File: config.mk
export PLATFORM = sky130hd
export DESIGN_NAME = demux_16to1_collector_flat
export DESIGN_NICKNAME = d
export VERILOG_FILES = /design/src/rtl/demux_16to1_collector_if.sv /design/src/rtl/demux_16to1_collector.sv /design/src/flat_wrapper.sv
export SDC_FILE = /design/constraint.sdc
export NUM_CORES = 1
export LEC_CHECK = 0
export CAP_MARGIN = 40
export CORE_MARGIN = 10
export CORE_UTILIZATION = 55
export CTS_BUF_LIST = sky130_fd_sc_hd__clkbuf_4 sky130_fd_sc_hd__clkbuf_8
export DETAILED_ROUTE_END_ITERATION = 16
export HOLD_SLACK_MARGIN = 0.06
export PLACE_DENSITY = 0.79
export REMOVE_ABC_BUFFERS = 1
export SLEW_MARGIN = 20
export SYNTH_ARGS = -nofsm -noshare
export SYNTH_HDL_FRONTEND = slang
export SYNTH_SLANG_ARGS = --single-unit
export TNS_END_PERCENT = 1
File: constraint.sdc
create_clock -name clk -period 4.81 [get_ports clk]
set_input_delay 0.962 -clock clk [delete_from_list [all_inputs] [get_ports clk]]
set_output_delay 0.962 -clock clk [all_outputs]
set_load 0.01 [all_outputs]
File: src/rtl/demux_16to1_collector_if.sv
// rtl/demux_16to1_collector_if.sv - strobe collector request/grant interface
interface demux_16to1_collector_if;
    logic [15:0] REQ;
    logic        READY;
    logic        CLR_OVR;
    logic        VALID;
    logic [3:0]  S;
    logic [15:0] PENDING;
    logic [15:0] OVERRUN;

    modport master (
        output REQ, READY, CLR_OVR,
        input  VALID, S, PENDING, OVERRUN
    );

    modport slave (
        input  REQ, READY, CLR_OVR,
        output VALID, S, PENDING, OVERRUN
    );
endinterface

File: src/rtl/demux_16to1_collector.sv
// rtl/demux_16to1_collector.sv - folds 16 channel strobes into one arbitrated select stream
module demux_16to1_collector #(
    parameter bit         ROUND_ROBIN = 1'b1,
    parameter logic [3:0] RESET_PTR   = 4'd0
) (
    input  logic                     clk,
    input  logic                     rst,
    demux_16to1_collector_if.slave   bus
);

    typedef enum logic {IDLE, OFFER} state_t;

    state_t      state_q, state_d;
    logic [3:0]  s_q, s_d;
    logic [3:0]  ptr_q, ptr_d;
    logic [15:0] pending_q, pending_d;
    logic [15:0] overrun_q, overrun_d;
    logic [15:0] grant_clr;
    logic [15:0] remaining;
    logic        handshake;

    // First set bit scanning upward from start (mod 16); fixed mode always scans from 0.
    function automatic logic [3:0] select_ch(input logic [15:0] mask, input logic [3:0] start);
        logic [3:0] base;
        logic [3:0] idx;
        logic [3:0] sel;
        base = ROUND_ROBIN ? start : 4'd0;
        sel  = base;
        for (int k = 15; k >= 0; k--) begin
            idx = base + 4'(k);
            if (mask[idx]) sel = idx;
        end
        return sel;
    endfunction

    always_comb begin
        handshake = (state_q == OFFER) && bus.READY;
        grant_clr = handshake ? (16'd1 << s_q) : 16'd0;
        remaining = pending_q & ~(16'd1 << s_q);
        // A new strobe on the channel being granted re-arms it: set wins over clear.
        pending_d = (pending_q & ~grant_clr) | bus.REQ;
        overrun_d = (overrun_q & ~{16{bus.CLR_OVR}}) | (bus.REQ & pending_q & ~grant_clr);
    end

    always_ff @(posedge clk) begin
        if (rst) begin
            state_q   <= IDLE;
            s_q       <= 4'd0;
            ptr_q     <= RESET_PTR;
            pending_q <= 16'd0;
            overrun_q <= 16'd0;
        end else begin
            state_q   <= state_d;
            s_q       <= s_d;
            ptr_q     <= ptr_d;
            pending_q <= pending_d;
            overrun_q <= overrun_d;
        end
    end

    always_comb begin
        state_d = state_q;
        s_d     = s_q;
        ptr_d   = ptr_q;
        case (state_q)
            IDLE: begin
                if (|pending_q) begin
                    state_d = OFFER;
                    s_d     = select_ch(pending_q, ptr_q);
                end
            end
            OFFER: begin
                if (bus.READY) begin
                    ptr_d = s_q + 4'd1;
                    if (|remaining) begin
                        s_d = select_ch(remaining, s_q + 4'd1);
                    end else begin
                        state_d = IDLE;
                    end
                end
            end
            default: state_d = IDLE;
        endcase
    end

    always_comb begin
        bus.VALID   = (state_q == OFFER);
        bus.S       = s_q;
        bus.PENDING = pending_q;
        bus.OVERRUN = overrun_q;
    end

endmodule

File: src/flat_wrapper.sv
// flat-port wrapper written by rule: the top's interface ports become plain ports
module demux_16to1_collector_flat 
#(
    parameter bit         ROUND_ROBIN = 1'b1,
    parameter logic [3:0] RESET_PTR   = 4'd0
)
  (clk, rst, bus_REQ, bus_READY, bus_CLR_OVR, bus_VALID, bus_S, bus_PENDING, bus_OVERRUN);
  demux_16to1_collector_if bus_i ();
  input  logic clk;
  input  logic rst;
  input wire logic [$bits(bus_i.REQ)-1:0] bus_REQ;
  input wire logic [$bits(bus_i.READY)-1:0] bus_READY;
  input wire logic [$bits(bus_i.CLR_OVR)-1:0] bus_CLR_OVR;
  output wire logic [$bits(bus_i.VALID)-1:0] bus_VALID;
  output wire logic [$bits(bus_i.S)-1:0] bus_S;
  output wire logic [$bits(bus_i.PENDING)-1:0] bus_PENDING;
  output wire logic [$bits(bus_i.OVERRUN)-1:0] bus_OVERRUN;
  assign bus_i.REQ = bus_REQ;
  assign bus_i.READY = bus_READY;
  assign bus_i.CLR_OVR = bus_CLR_OVR;
  assign bus_VALID = bus_i.VALID;
  assign bus_S = bus_i.S;
  assign bus_PENDING = bus_i.PENDING;
  assign bus_OVERRUN = bus_i.OVERRUN;
  demux_16to1_collector #(.ROUND_ROBIN(ROUND_ROBIN), .RESET_PTR(RESET_PTR)) u_core (.clk(clk), .rst(rst), .bus(bus_i));
endmodule
; After elaboration in Yosys (flattened, before gate mapping)
; Cells that the tools add are included.
[totals]
in_bits = 20
ff_bits = 41
[op_classes]
addsub = 31
n_shift = 1
n_lt_le_gt_ge = 32
n_bitwise = 11
n_eq_ne = 3
reduce_logical = 5
muxes = 105
[op_table]
columns = cell, count
row1 = $lt 4x5->1 const B, 32
row2 = $mux 4, 35
row3 = $bmux 1 s4, 32
row4 = $and 16x16->16, 5
row5 = $add 4x4->4 const B, 16
row6 = $not 16->16, 3
row7 = $mux 1, 35
row8 = $add 4x3->4 const B, 8
row9 = $or 16x16->16, 2
row10 = $reduce_or 16->1, 2
row11 = $add 4x2->4 const B, 4
row12 = $mux 16, 1
row13 = $shl 1x4->16 const A, 1
row14 = $add 4x1->4 const B, 3
row15 = $pmux 4 s2, 1
row16 = $ne 2x2->1 const B, 2
row17 = $reduce_and 3->1, 1
row18 = $ne 2x1->1 const B, 1
row19 = $pmux 1 s2, 1
row20 = $reduce_and 2->1, 1
row21 = $logic_and 1x1->1, 1
row22 = $not 1->1, 1

; Logic depth before layout (Yosys ltp)
; Gate-level depths: netlist of the first run.
[logic_depth]
depth_word = 24
depth_mapped = 20
ltp_nobuf = 14

; Worst setup path before layout of the first run
; OpenSTA, ideal clock, no wires.
[synth_timing]
kind = register to register
startpoint = reg u_core.s_q[0] (netlist: u_core.bus.S[0])
endpoint = reg u_core.s_q[1] (netlist: u_core.bus.S[1])
path_slack_ps = 209
path_stages_with_launch = 18
n_path_buf = 4
t_arrival_ps = 4541
setup_time_ps = 60
path_cell_list = dfxtp_1 -> inv_1 -> buf_2 -> clkbuf_1 -> ha_1 -> buf_2 -> inv_2 -> clkbuf_1 -> ha_1 -> o22ai_1 -> xnor2_1 -> mux4_2 -> inv_2 -> nor2_1 -> a311oi_1 -> o21ai_0 -> o31ai_1 -> a22o_1
[synth_via]
elab_chain_len = 24
[synth_rtl]
columns = element, line_no
row1 = "start, declared", demux_16to1_collector.sv:14  ; logic [3:0] s_q, s_d;
row2 = "start signal, assigned", demux_16to1_collector.sv:48  ; s_q <= 4'd0;
row3 = "start signal, assigned", demux_16to1_collector.sv:54  ; s_q <= s_d;
row4 = "parallel branches: the longest is 24 deep, another holds $add 4x1->4", --
; Several ways; the timed one is not identified. The select of a mux whose other input is x is not followed.
; A chain may end at the register's enable or synchronous reset.

; Final worst setup path of the first run
[layout_timing]
startpoint = reg u_core.s_q[0] (netlist: u_core.bus.S[0])
endpoint = reg u_core.s_q[2] (netlist: u_core.bus.S[2])
; Same word-level chain as after synthesis.

==> impl_metrics.py, run 1 <==
metrics = {
    "finish": {
        "ff_latch_area_sq_um": 822,
        "n_fill_cell": 1049,
        "fin_nets": 887,
        "antenna_cells": 0,
        "final_common_cell": "a21oi_1",
        "layout_common_cells": "a21oi_1 (74), nand2_1 (73), nor2_1 (58)",
        "stdcell_count": 997,
        "synthToLayoutAreaGrowth_pct": 10.7,
        "multiInputGateArea_sq_mm": 0.00534,
        "drive_gt1_frac": 0.144,
    },
    "sta": {
        "worst_pin_slew_ns": 0.859,
        "rsz0062_at_grt": "false",
        "period_minus_slack_ns": 4.38,
        "period_share": 0.911,
        "fin_tns_setup_ns": 0,
        "fmax_mhz": 228,
        "hold_viol": 0,
        "finalMaxSlewViolations": 0,
        "fin_worst_skew_ns": 0.0190,
        "max_slew_margin": 0.411,
        "setup_viol": 0,
        "hold_slack_ns": 0.475,
    },
    "floorplanning": {
        "die_h_microns": 130,
        "start_util": 0.556,
        "die_area_sq_mm": 0.0168,
        "num_io_pins": 57,
        "coreArea_sq_mm": 0.0119,
        "die_w_microns": 130,
        "row_count": 40,
    },
    "global_route": {
        "overflow": 0,
        "grt_pass1_wl_mm": 37.3,
        "grtUsageTotal": 0.276,
        "antenna_found_initial": 0,
        "grt_pass1_vias": 6874,
        "grt_max_degree": 37,
    },
    "clocking": {
        "cts.htree.levels": 2,
        "cts_buffers": 5,
        "post-cts-setup-buffers": 0,
        "clk_path_buf_depth": 2,
        "post_cts_resized": 0,
        "clock_latency_ns": 0.31,
        "cts_tree": "done",
        "cts.sinks": 41,
        "clock-root-buffer": "clkbuf_8",
        "cts_hold_buf": 0,
        "cts.clk_slew.worst_paths_ns": 0.09,
    },
    "setup_path": {
        "crit_family": "compound AO/OA/AOI/OAI gates",
        "path_class": "flip-flop to flip-flop",
        "cp_data_required_time_ns": 5.01,
        "critPathArrivalTime_ns": 4.59,
        "critPathCaptureType": "flip-flop",
        "cp_slowest_stage_delay_ns": 0.65,
        "path_common_cell": "mux2i_1",
        "critPathSlowestCell": "a2111oi_0",
        "start_kind": "flip-flop",
        "crit_chain": "inv_1, ha_1, buf_4, nand2b_1, o32ai_4, mux2i_1, mux2i_1, a2111oi_0, o211ai_1, a211oi_1, o21ai_1, a21o_1, a311oi_2",
        "crit_buf_inv": 2,
        "critical_path.max_fanout": 36,
    },
    "routing": {
        "wl_per_cell_microns": 23.8,
        "drc_errors": 0,
        "avgViaCountPerCell": 7.08,
        "first_pass_iters": 7,
        "drtIter0Drc": 1203,
        "vias": 7061,
        "antenna_left": 0,
        "totalWireLength_mm": 23.7,
    },
    "logic_synthesis": {
        "postSynthCellCount": 831,
        "synth_top_area_share": 0.153,
        "yosys.area.top_type": "mux4_2",
        "synth_cell_type_count": 77,
        "synth_xor_xnor_area_share": 0.0452,
        "synthAdderAreaFrac": 0.0340,
        "synth_area_leaders": "mux4_2 (15%), dfxtp_1 (12%), mux2i_1 (7.7%)",
        "synth_flop_cell": "dfxtp_1",
        "yosys.area_share.simple": 0.224,
        "synth_area_per_cell_sq_um": 7.97,
        "synth_top_family_by_area": "multiplexers",
        "yosysSeqAreaShare": 0.124,
        "synthArstFlopShare": 0,
        "synth_compound_area_frac": 0.248,
        "ys_ff_latch": 41,
        "synth-edff-count": 0,
        "yosysWarnings": 0,
        "synth.area.mux_share": 0.256,
        "syn_area_sq_mm": 0.00662,
    },
    "power": {
        "power_leakage_nw": 2.77,
        "total_power_mw": 5.55,
        "power_density_mw_per_mm2": 757,
        "ir_worst_vdd_uv": 848,
    },
    "worst_hold_path": {
        "min-delay-path-class": "flip-flop to flip-flop",
    },
    "place": {
        "gp_congestion": 1.09,
        "hpwl_mm": 17.6,
        "io_buffers": 56,
        "dp.cells": 989,
    },
    "flow_run": {
        "drv_cap": 0,
    },
    "outcome": {
        "status": "completed",
    },
}
## cells by family after synthesis
| group | count (synthesis) |
|---|---|
| flops | 41 |
| simple gates | 283 |
| mux | 111 |
| fa+ha+maj | 18 |
| compound gates | 241 |
| xor+xnor | 27 |
| buf+inv | 110 |
## metal layers
layer / global-route usage / share of wire
met2: 0.465 / 0.48
met5: 0 / 0
met3: 0.0430 / 0.091
met4: 0.151 / 0.057
met1: 0.330 / 0.37
## worst min-delay path: stages, from the launching register on
cell and delay (ns):
dfxtp_1 0.32, nand2b_1 0.06, a21oi_1 0.06
## report_power, final
part	switching [mW]	internal [mW]	total (mW)
logic	2.86	1.95	4.80
clock network	0.145	0.109	0.254
registers	0.112	0.377	0.489
total	3.12	2.43	5.55
## synth_stat cells, drive strengths merged, types with 21 or more instances
| cell | instances |
|---|---|
| buf | 22 |
| o21ai | 53 |
| inv | 45 |
| mux4 | 45 |
| nand3 | 21 |
| a21oi | 74 |
| nand2 | 73 |
| clkbuf | 43 |
| nand2b | 48 |
| mux2i | 51 |
| dfxtp | 41 |
| nor2 | 59 |
## layout make-up
type | instances | area share
multi-input cells | 680 | 0.729
flip-flops and latches | 41 | 0.112
repair buffers | 76 | 0.0980
well taps | 147 | 0.0251
inverters | 45 | 0.0230
clock buffers | 6 | 0.0104
clock inverters | 2 | 0.00205
## per-stage QoR
step | utilization | area (sq um) | worst slack [ns]
4_1_cts | 0.615 | 7330 | 0.604
2_1_floorplan | - | 6330 | -0.831
6_report | 0.615 | 7330 | 0.426
3_5_place_dp | 0.608 | 7240 | 0.608
3_3_place_gp | 0.606 | 7220 | 0.639
5_1_grt | 0.615 | 7330 | 0.189
## path summary, 6_finish.rpt
| path | slack [ns] | to | depth (start not counted) | start |
|---|---|---|---|---|
| max | 0.43 | u_core.bus.S[2] | 13 | u_core.bus.S[0] |
| min | 0.47 | u_core.bus.OVERRUN[8] | 2 | u_core.bus.OVERRUN[8] |
| max reg2reg | 0.43 | u_core.bus.S[2] | 13 | u_core.bus.S[0] |
| min reg2reg | 0.47 | u_core.bus.OVERRUN[8] | 2 | u_core.bus.OVERRUN[8] |
## sequential cells by signal (all words and copies together), names as in the netlist
name	count
u_core.ptr_q	4
u_core.bus.PENDING	16
u_core.bus.VALID	1
u_core.bus.OVERRUN	16
u_core.bus.S	4
Power figures use the tool's default switching activity.
==> run 2: changes to the inputs <==
--- a/config.mk
+++ b/config.mk
@@ -9,5 +9,5 @@
 export CORE_MARGIN = 10
 export CORE_UTILIZATION = 55
-export CTS_BUF_LIST = sky130_fd_sc_hd__clkbuf_4 sky130_fd_sc_hd__clkbuf_8
+export CTS_BUF_LIST = sky130_fd_sc_hd__clkbuf_2
 export DETAILED_ROUTE_END_ITERATION = 16
 export HOLD_SLACK_MARGIN = 0.06
==> constraint.sdc (replaced) <==
create_clock -name clk -period 4.81 [get_ports clk]
set_input_delay 0.7215 -clock clk [delete_from_list [all_inputs] [get_ports clk]]
set_output_delay 0.7215 -clock clk [all_outputs]
set_load 0.01 [all_outputs]
==> impl_metrics.py, run 2 (synthesis results as in run 1) <==
metrics = {
    "setup_path": {
        "crit_chain": "inv_1, ha_1, buf_4, buf_4, nand2b_1, o32ai_1, mux2i_1, mux2i_1, a21oi_1, a211oi_1, o221ai_1, nand2_1, o311ai_0, buf_4, a221o_1",
        "path_common_cell": "buf_4",
        "critPathCaptureType": "flip-flop",
        "start_kind": "flip-flop",
        "critPathSlowestCell": "dfxtp_1",
        "critical_path.max_fanout": 35,
        "critPathArrivalTime_ns": 4.51,
        "path_class": "flip-flop to flip-flop",
        "cp_data_required_time_ns": 5.14,
        "rrSetupSlack_ns": 0.63,
        "cp_slowest_stage_delay_ns": 0.53,
    },
    "routing": {
        "wl_per_cell_microns": 23.5,
        "totalWireLength_mm": 23.5,
        "first_pass_iters": 5,
        "antenna_left": 0,
        "drtIter0Drc": 1047,
        "drc_errors": 0,
        "avgViaCountPerCell": 7.09,
        "vias": 7074,
    },
    "finish": {
        "multiInputGateArea_sq_mm": 0.00534,
        "fin_util": 0.613,
        "synthToLayoutAreaGrowth_pct": 10.3,
        "final_common_cell": "a21oi_1",
        "ff_latch_area_sq_um": 822,
        "drive_gt1_frac": 0.144,
        "final_cell_area_sq_mm": 0.00730,
        "n_fill_cell": 1091,
        "stdcell_count": 998,
        "layout_common_cells": "a21oi_1 (74), nand2_1 (73), nor2_1 (58)",
        "fin_nets": 888,
    },
    "global_route": {
        "grt_pass1_vias": 6888,
        "grt_pass1_wl_mm": 37.3,
        "met2_usage": 0.467,
        "overflow": 0,
        "grt-busiest-layer": "met2",
        "antenna_found_initial": 1,
        "gr-usage-met1": 0.330,
        "grt_max_degree": 36,
        "grt_util_met3": 0.0402,
        "grtUsageTotal": 0.276,
    },
    "sta": {
        "setup_slack_ns": 0.635,
        "fin_tns_setup_ns": 0,
        "period_share": 0.868,
        "fin_worst_skew_ns": 0.0184,
        "hold_viol": 0,
        "period_minus_slack_ns": 4.18,
        "rsz0062_at_grt": "false",
        "max_slew_margin": 0.385,
        "finalMaxSlewViolations": 0,
        "setup_viol": 0,
        "hold_slack_ns": 0.492,
        "worst_pin_slew_ns": 0.897,
        "fmax_mhz": 240,
    },
    "clocking": {
        "clock-root-buffer": "clkbuf_2",
        "post-cts-setup-buffers": 0,
        "clk_path_buf_depth": 2,
        "cts_buffers": 5,
        "clock_latency_ns": 0.40,
        "cts_tree": "done",
        "cts_hold_buf": 0,
        "post_cts_resized": 0,
        "cts.clk_slew.worst_paths_ns": 0.23,
        "cts.htree.levels": 2,
        "cts.sinks": 41,
    },
    "worst_hold_path": {
        "min-delay-path-class": "flip-flop to flip-flop",
    },
    "place": {
        "dp.cells": 990,
        "io_buffers": 56,
        "hpwl_mm": 17.7,
        "dpl-instance-area_sq_mm": 0.00724,
        "place_ws_ns": 0.765,
        "gp_congestion": 1.14,
    },
    "floorplanning": {
        "start_util": 0.556,
        "die_area_sq_mm": 0.0168,
        "coreArea_sq_mm": 0.0119,
        "num_io_pins": 57,
        "row_count": 40,
        "die_w_microns": 130,
        "die_h_microns": 130,
    },
    "power": {
        "power_leakage_nw": 2.77,
        "ir_worst_vdd_uv": 514,
        "power_density_mw_per_mm2": 758,
        "total_power_mw": 5.54,
    },
    "outcome": {
        "status": "completed",
    },
    "flow_run": {
        "drv_cap": 0,
    },
}
run 2: final cells by class:
| class | count | share of cell area |
|---|---|---|
| diodes | 1 | 0.000343 |
| multi-input cells | 680 | 0.732 |
| clock buffers | 5 | 0.00343 |
| repair buffers | 77 | 0.0989 |
| well taps | 147 | 0.0252 |
| flip-flops and latches | 41 | 0.113 |
| inverters | 45 | 0.0231 |
| clock inverters | 2 | 0.00480 |
run 2: worst paths after layout:
path | from | endpoint | depth (start not counted)
worst max-delay path | u_core.bus.S[0] | u_core.bus.S[3] | 15
worst min-delay path | u_core.bus.OVERRUN[9] | u_core.bus.OVERRUN[9] | 2
worst max register to register | u_core.bus.S[0] | u_core.bus.S[3] | 15
worst min register to register | u_core.bus.OVERRUN[9] | u_core.bus.OVERRUN[9] | 2
run 2: report_power, final:
group	total [mW]	leakage (nW)	switching, mW	internal [mW]
combinational	4.83	2.39	2.85	1.98
clock	0.207	0.0388	0.122	0.0844
sequential	0.504	0.340	0.126	0.378
run 2: worst max-delay path: cells and delay by family, from the launching register on:
| kind | cells | cell delay, ns |
|---|---|---|
| flip-flops | 1 | 0.53 |
| multiplexers | 2 | 0.79 |
| AO/OA/AOI/OAI | 6 | 1.47 |
| AND/OR/NAND/NOR | 2 | 0.26 |
| buffers and inverters | 4 | 0.70 |
| adder cells (fa/ha/maj) | 1 | 0.34 |
run 2: layer usage:
metal  vias to the layer above  part of all wire  wire [microns]
li1                       3168                 -               -
met1                      3378              0.37            8780
met2                       418              0.48           11300
met3                       110             0.078            1830
met4                         0             0.064            1490
met5                         -                 0               0
==> RTL edit 1 (settings of run 2) <==
`ROUND_ROBIN` is set to 1'b1 in 2 places; all go to 1'b0.
--- a/src/rtl/demux_16to1_collector.sv
+++ b/src/rtl/demux_16to1_collector.sv
@@ -1,6 +1,6 @@
 // rtl/demux_16to1_collector.sv - folds 16 channel strobes into one arbitrated select stream
 module demux_16to1_collector #(
-    parameter bit         ROUND_ROBIN = 1'b1,
+    parameter bit         ROUND_ROBIN = 1'b0,
     parameter logic [3:0] RESET_PTR   = 4'd0
 ) (
     input  logic                     clk,
--- a/src/flat_wrapper.sv
+++ b/src/flat_wrapper.sv
@@ -1,7 +1,7 @@
 // flat-port wrapper written by rule: the top's interface ports become plain ports
 module demux_16to1_collector_flat 
 #(
-    parameter bit         ROUND_ROBIN = 1'b1,
+    parameter bit         ROUND_ROBIN = 1'b0,
     parameter logic [3:0] RESET_PTR   = 4'd0
 )
   (clk, rst, bus_REQ, bus_READY, bus_CLR_OVR, bus_VALID, bus_S, bus_PENDING, bus_OVERRUN);
Check against the original RTL: not equivalent (Yosys sat finds a counterexample within 4 cycles, from zero or initial values and one cycle with rst high).
==> RTL edit 1 against run 2 <==
  * Combinational power shrank 96%
  * Non-clock buffer count decreased by 19
  * Critical endpoint is now bus_S[2]
  * Hold slack worse by 0.017 ns
  * Area after synthesis fell by 68%
  * Sequential cell count decreased by 4
  * Via count decreased by 69%
  * Setup slack better by 1.5 ns
  * Cell area decreased by 62%
  * Clock skew down 0.0069 ns
  * Sequential power decreased by 27%
  * Power fell by 86%
  * Routed wire length decreased by 75%
==> RTL edit 1: results (changes against run 2) <==
| Metric | Value |
|---|---|
| Synthesized area per cell | `7.766 µm² (-2.5%)` |
| Final Wtd Congestion | `0.8969 (-22%)` |
| Post-DP HPWL | `4.346 mm (-75%)` |
| Nets@finish | `339 (-62%)` |
| Normalized max-slew margin | `43.52% (+5.0 points)` |
| GRT Overall Usage | `17.99% (-9.7 points)` |
| Worst-Skew Late Latency | `0.38 ns (-0.02 ns)` |
| Largest net degree at the start of global routing | `37 (+2.8%)` |
| Fin Clk Skew | `0.01150 ns (-0.006946 ns)` |
| Worst-case reg-to-reg path depth | `7 (-8)` |
| Initial drt markers | `257 (-75%)` |
| Max incr delay on CP | `0.91 ns (+0.38 ns)` |
| Number of global-route vias before repair | `1988 (-71%)` |
| Worst hold slack | `0.4745 ns (-0.01735 ns)` |
| Met3 routed WL | `435 µm (-76%)` |
| Pre-CTS WS | `2.286 ns (+1.522 ns)` |
| Max Fclk | `370.7 MHz (+55%)` |
| Cell count after placement | `360 (-64%)` |
| Worst-path fanout max | `24 (-31%)` |
| Worst R2R End | `u_core.bus.S[1]$_SDFFE_PP0P_` |
| WP data arrival | `1.98 ns (-2.53 ns)` |
| Layout cell share with drive strength beyond 1 | `8.750% (-5.6 points)` |
| Via count | `2168 (-69%)` |
| FILL cells | `312 (-71%)` |
| M2 GR Usage | `26.88% (-20 points)` |
| Netlist cell types | `56 (-27%)` |
| Drt first pass iters | `4 (-1)` |
| Status | `completed` |
| Crit-path leading delay family | `flip-flops` |
| Initial antenna violation count | `0 (-1)` |
| Diodes inserted | `0 (-1)` |
| CP Launch Point | `u_core.bus.S[2]$_SDFFE_PP0P_` |
| VDD IR max | `0.0001550 V (-70%)` |
| DRT met1 WL | `2.744 mm (-69%)` |
| Met1 Usage GRT | `24.06% (-8.9 points)` |
| Sw Pwr | `0.0002350 W (-92%)` |
| Global-route wire length before repair | `9.680 mm (-74%)` |
| Grt met3 use | `6.004% (+2.0 points)` |
| Wire per inst | `16.25 µm (-31%)` |
| Clock-pin slew on the worst setup and hold paths | `0.19 ns (-0.04 ns)` |
| Register area share after synthesis | `35.20% (+23 points)` |
| Synth cell count leaders | `dfxtp_1, nor2_1, a21oi_1` |
## RTL edit 1: cell types whose count changed after synthesis, moves of 17 or more
cell | before | now
clkbuf_1 | 43 | 12
a21oi_1 | 74 | 34
mux4_2 | 45 | 0
nand2b_1 | 47 | 5
nand3_1 | 21 | 4
o21ai_0 | 50 | 17
ha_1 | 18 | 0
mux2i_1 | 51 | 7
inv_1 | 43 | 17
nand2_1 | 73 | 17
nor2_1 | 58 | 36
## RTL edit 1: worst min path at each step
| stage | cells past startpoint | from | to |
|---|---|---|---|
| 4_1_cts | 2 | u_core.bus.OVERRUN[14]$_SDFF_PP0_ | u_core.bus.OVERRUN[14]$_SDFF_PP0_ |
| 2_1_floorplan | 2 | u_core.bus.OVERRUN[14]$_SDFF_PP0_ | u_core.bus.OVERRUN[14]$_SDFF_PP0_ |
| 3_3_place_gp | 2 | u_core.bus.OVERRUN[14]$_SDFF_PP0_ | u_core.bus.OVERRUN[14]$_SDFF_PP0_ |
| 6_report | 2 | u_core.bus.OVERRUN[14]$_SDFF_PP0_ | u_core.bus.OVERRUN[14]$_SDFF_PP0_ |
| 5_1_grt | 2 | u_core.bus.OVERRUN[15]$_SDFF_PP0_ | u_core.bus.OVERRUN[15]$_SDFF_PP0_ |
| 3_5_place_dp | 2 | u_core.bus.OVERRUN[14]$_SDFF_PP0_ | u_core.bus.OVERRUN[14]$_SDFF_PP0_ |
## RTL edit 1: kinds of logic (layout without fill, tap and decap cells)
group / count (synthesis) / in the layout / synth area share [%]
buffers and inverters: 34 / 83 / 6.599
and+or+nand+nor: 104 / 104 / 27.29
DFF: 37 / 37 / 35.20
muxes: 9 / 9 / 4.400
AOI/OAI and AO/OA: 87 / 87 / 26.52
## RTL edit 1: power by group through the flow
stage                     registers [W]  logic (W)  clock network (W)
after global placement         0.000377   0.000179                  0
after floorplan                0.000375  0.0000913                  0
after global routing           0.000374   0.000207           0.000210
after CTS                      0.000368   0.000189           0.000195
final                          0.000369   0.000189           0.000190
after detailed placement       0.000374   0.000188                  0
## RTL edit 1: per-stage QoR
step           util (%)  cell area [µm²]
2_1_floorplan         -             2029
3_3_place_gp      72.05             2658
3_5_place_dp      72.46             2673
4_1_cts           74.25             2739
5_1_grt           74.25             2739
6_report          74.25             2739
## RTL edit 1: cell type report
type / instances / area [µm²] / area share [%]
inverter: 17 / 63.81 / 2.330
timing repair buffer: 58 / 583.1 / 21.29
multi-input combinational: 200 / 1225 / 44.72
tap: 48 / 60.06 / 2.193
sequential: 37 / 740.7 / 27.04
clock buffer: 5 / 25.02 / 0.9137
clock inverter: 3 / 41.29 / 1.508
==> RTL edit 2 (settings of run 2) <==
Without the edit above. Take the reset off `pending_q` and load it in a clocked block of its own.
--- a/src/rtl/demux_16to1_collector.sv
+++ b/src/rtl/demux_16to1_collector.sv
@@ -47,15 +47,17 @@
             state_q   <= IDLE;
             s_q       <= 4'd0;
             ptr_q     <= RESET_PTR;
-            pending_q <= 16'd0;
             overrun_q <= 16'd0;
         end else begin
             state_q   <= state_d;
             s_q       <= s_d;
             ptr_q     <= ptr_d;
-            pending_q <= pending_d;
             overrun_q <= overrun_d;
         end
+    end
+
+    always_ff @(posedge clk) begin
+        pending_q <= pending_d;
     end
 
     always_comb begin
Formal check against the unedited RTL: not equivalent (Yosys sat finds a counterexample within 4 cycles, from zero or initial values and one cycle with rst high).
==> RTL edit 2 against run 2 <==
  * Setup slack worse by 0.039 ns
  * Sequential cell count is the same
  * Combinational power is 28% lower
  * Area after synthesis decreased by 3.4%
  * Routed wire length decreased by 0.32%
  * Power down 26%
  * Maximum frequency fell by 0.92%
  * Via count decreased by 2.2%
  * First-iteration DRC count grew 6.2%
  * Cell area decreased by 2.2%
  * Sequential power decreased by 18%
  * Critical path type unchanged
  * Highest routed layer unchanged
==> RTL edit 2: results (changes against run 2) <==
| Metric | Value |
|---|---|
| Status | `completed` |
| Drt first pass iters | `6 (+1)` |
| Worst hold slack | `0.4877 ns (-0.004146 ns)` |
| GRT Overall Usage | `28.00% (+0.35 points)` |
| WP data arrival | `4.66 ns (+0.15 ns)` |
| Register area share after synthesis | `12.83% (+0.43 points)` |
| Wire per inst | `24.36 µm (+3.6%)` |
| Invs w/o clock | `24 (-47%)` |
| Pre-CTS WS | `0.7460 ns (-0.01852 ns)` |
| Clk cell area share | `0.9282% (+0.11 points)` |
| Global-route wire length before repair | `36.93 mm (-0.87%)` |
| Worst-case reg-to-reg path depth | `12 (-3)` |
| Worst-path fanout max | `7 (-80%)` |
| Multi-input combinational area share | `72.50% (-0.67 points)` |
| Worst-Skew Late Latency | `0.48 ns (+0.08 ns)` |
| Max incr delay on CP | `0.75 ns (+0.22 ns)` |
| Largest cells by area after synthesis | `dfxtp_1, mux4_2, mux2i_1` |
| Post-DP HPWL | `17.53 mm (-0.96%)` |
| Period minus WS final | `4.214 ns (+0.03861 ns)` |
| Multi-input gate area | `5180 µm² (-3.1%)` |
| Compound-cell area share of the yosys netlist | `26.83% (+2.1 points)` |
| Crit path to | `u_core.bus.S[1]$_SDFFE_PP0P_` |
| Initial drt markers | `1112 (+6.2%)` |
| Synth-to-Final Area Change | `11.68%` |
| Reg2Reg Launch Point | `u_core.ptr_q[1]$_SDFFE_PP0P_` |
| Cell count after placement | `950 (-4.0%)` |
| Netlist cell types | `86 (+12%)` |
| Count of non-CTS buffers in the layout | `85 (+10%)` |
==> RTL edit 2: cell count changes in the layout (fill, tap and decap cells not counted), moves of 10 or more <==
cell	change
a31oi_1	+11
o32ai_1	-12
nand2_1	-17
inv_1	-25
nor2b_1	+10
a21oi_1	-19
and2_1	+11
a32o_1	+17
mux4_2	-16
==> RTL edit 2: routing by layer <==
layer / global-route usage (%) / wire length (µm) / share of wire (%) / up-vias
met3: 4.756 / 2265 / 9.7 / 103
met4: 15.30 / 1220 / 5.2 / 0
met5: 0 / 0 / 0 / -
met1: 34.33 / 8820 / 38 / 3253
li1: - / - / - / 3058
met2: 45.73 / 11080 / 47 / 506
==> RTL edit 2: power by group <==
group          internal (W)  switching [W]  total [W]
combinational       0.00135        0.00211    0.00346
clock             0.0000856       0.000140   0.000225
sequential         0.000368      0.0000460   0.000414
total               0.00180        0.00230    0.00410
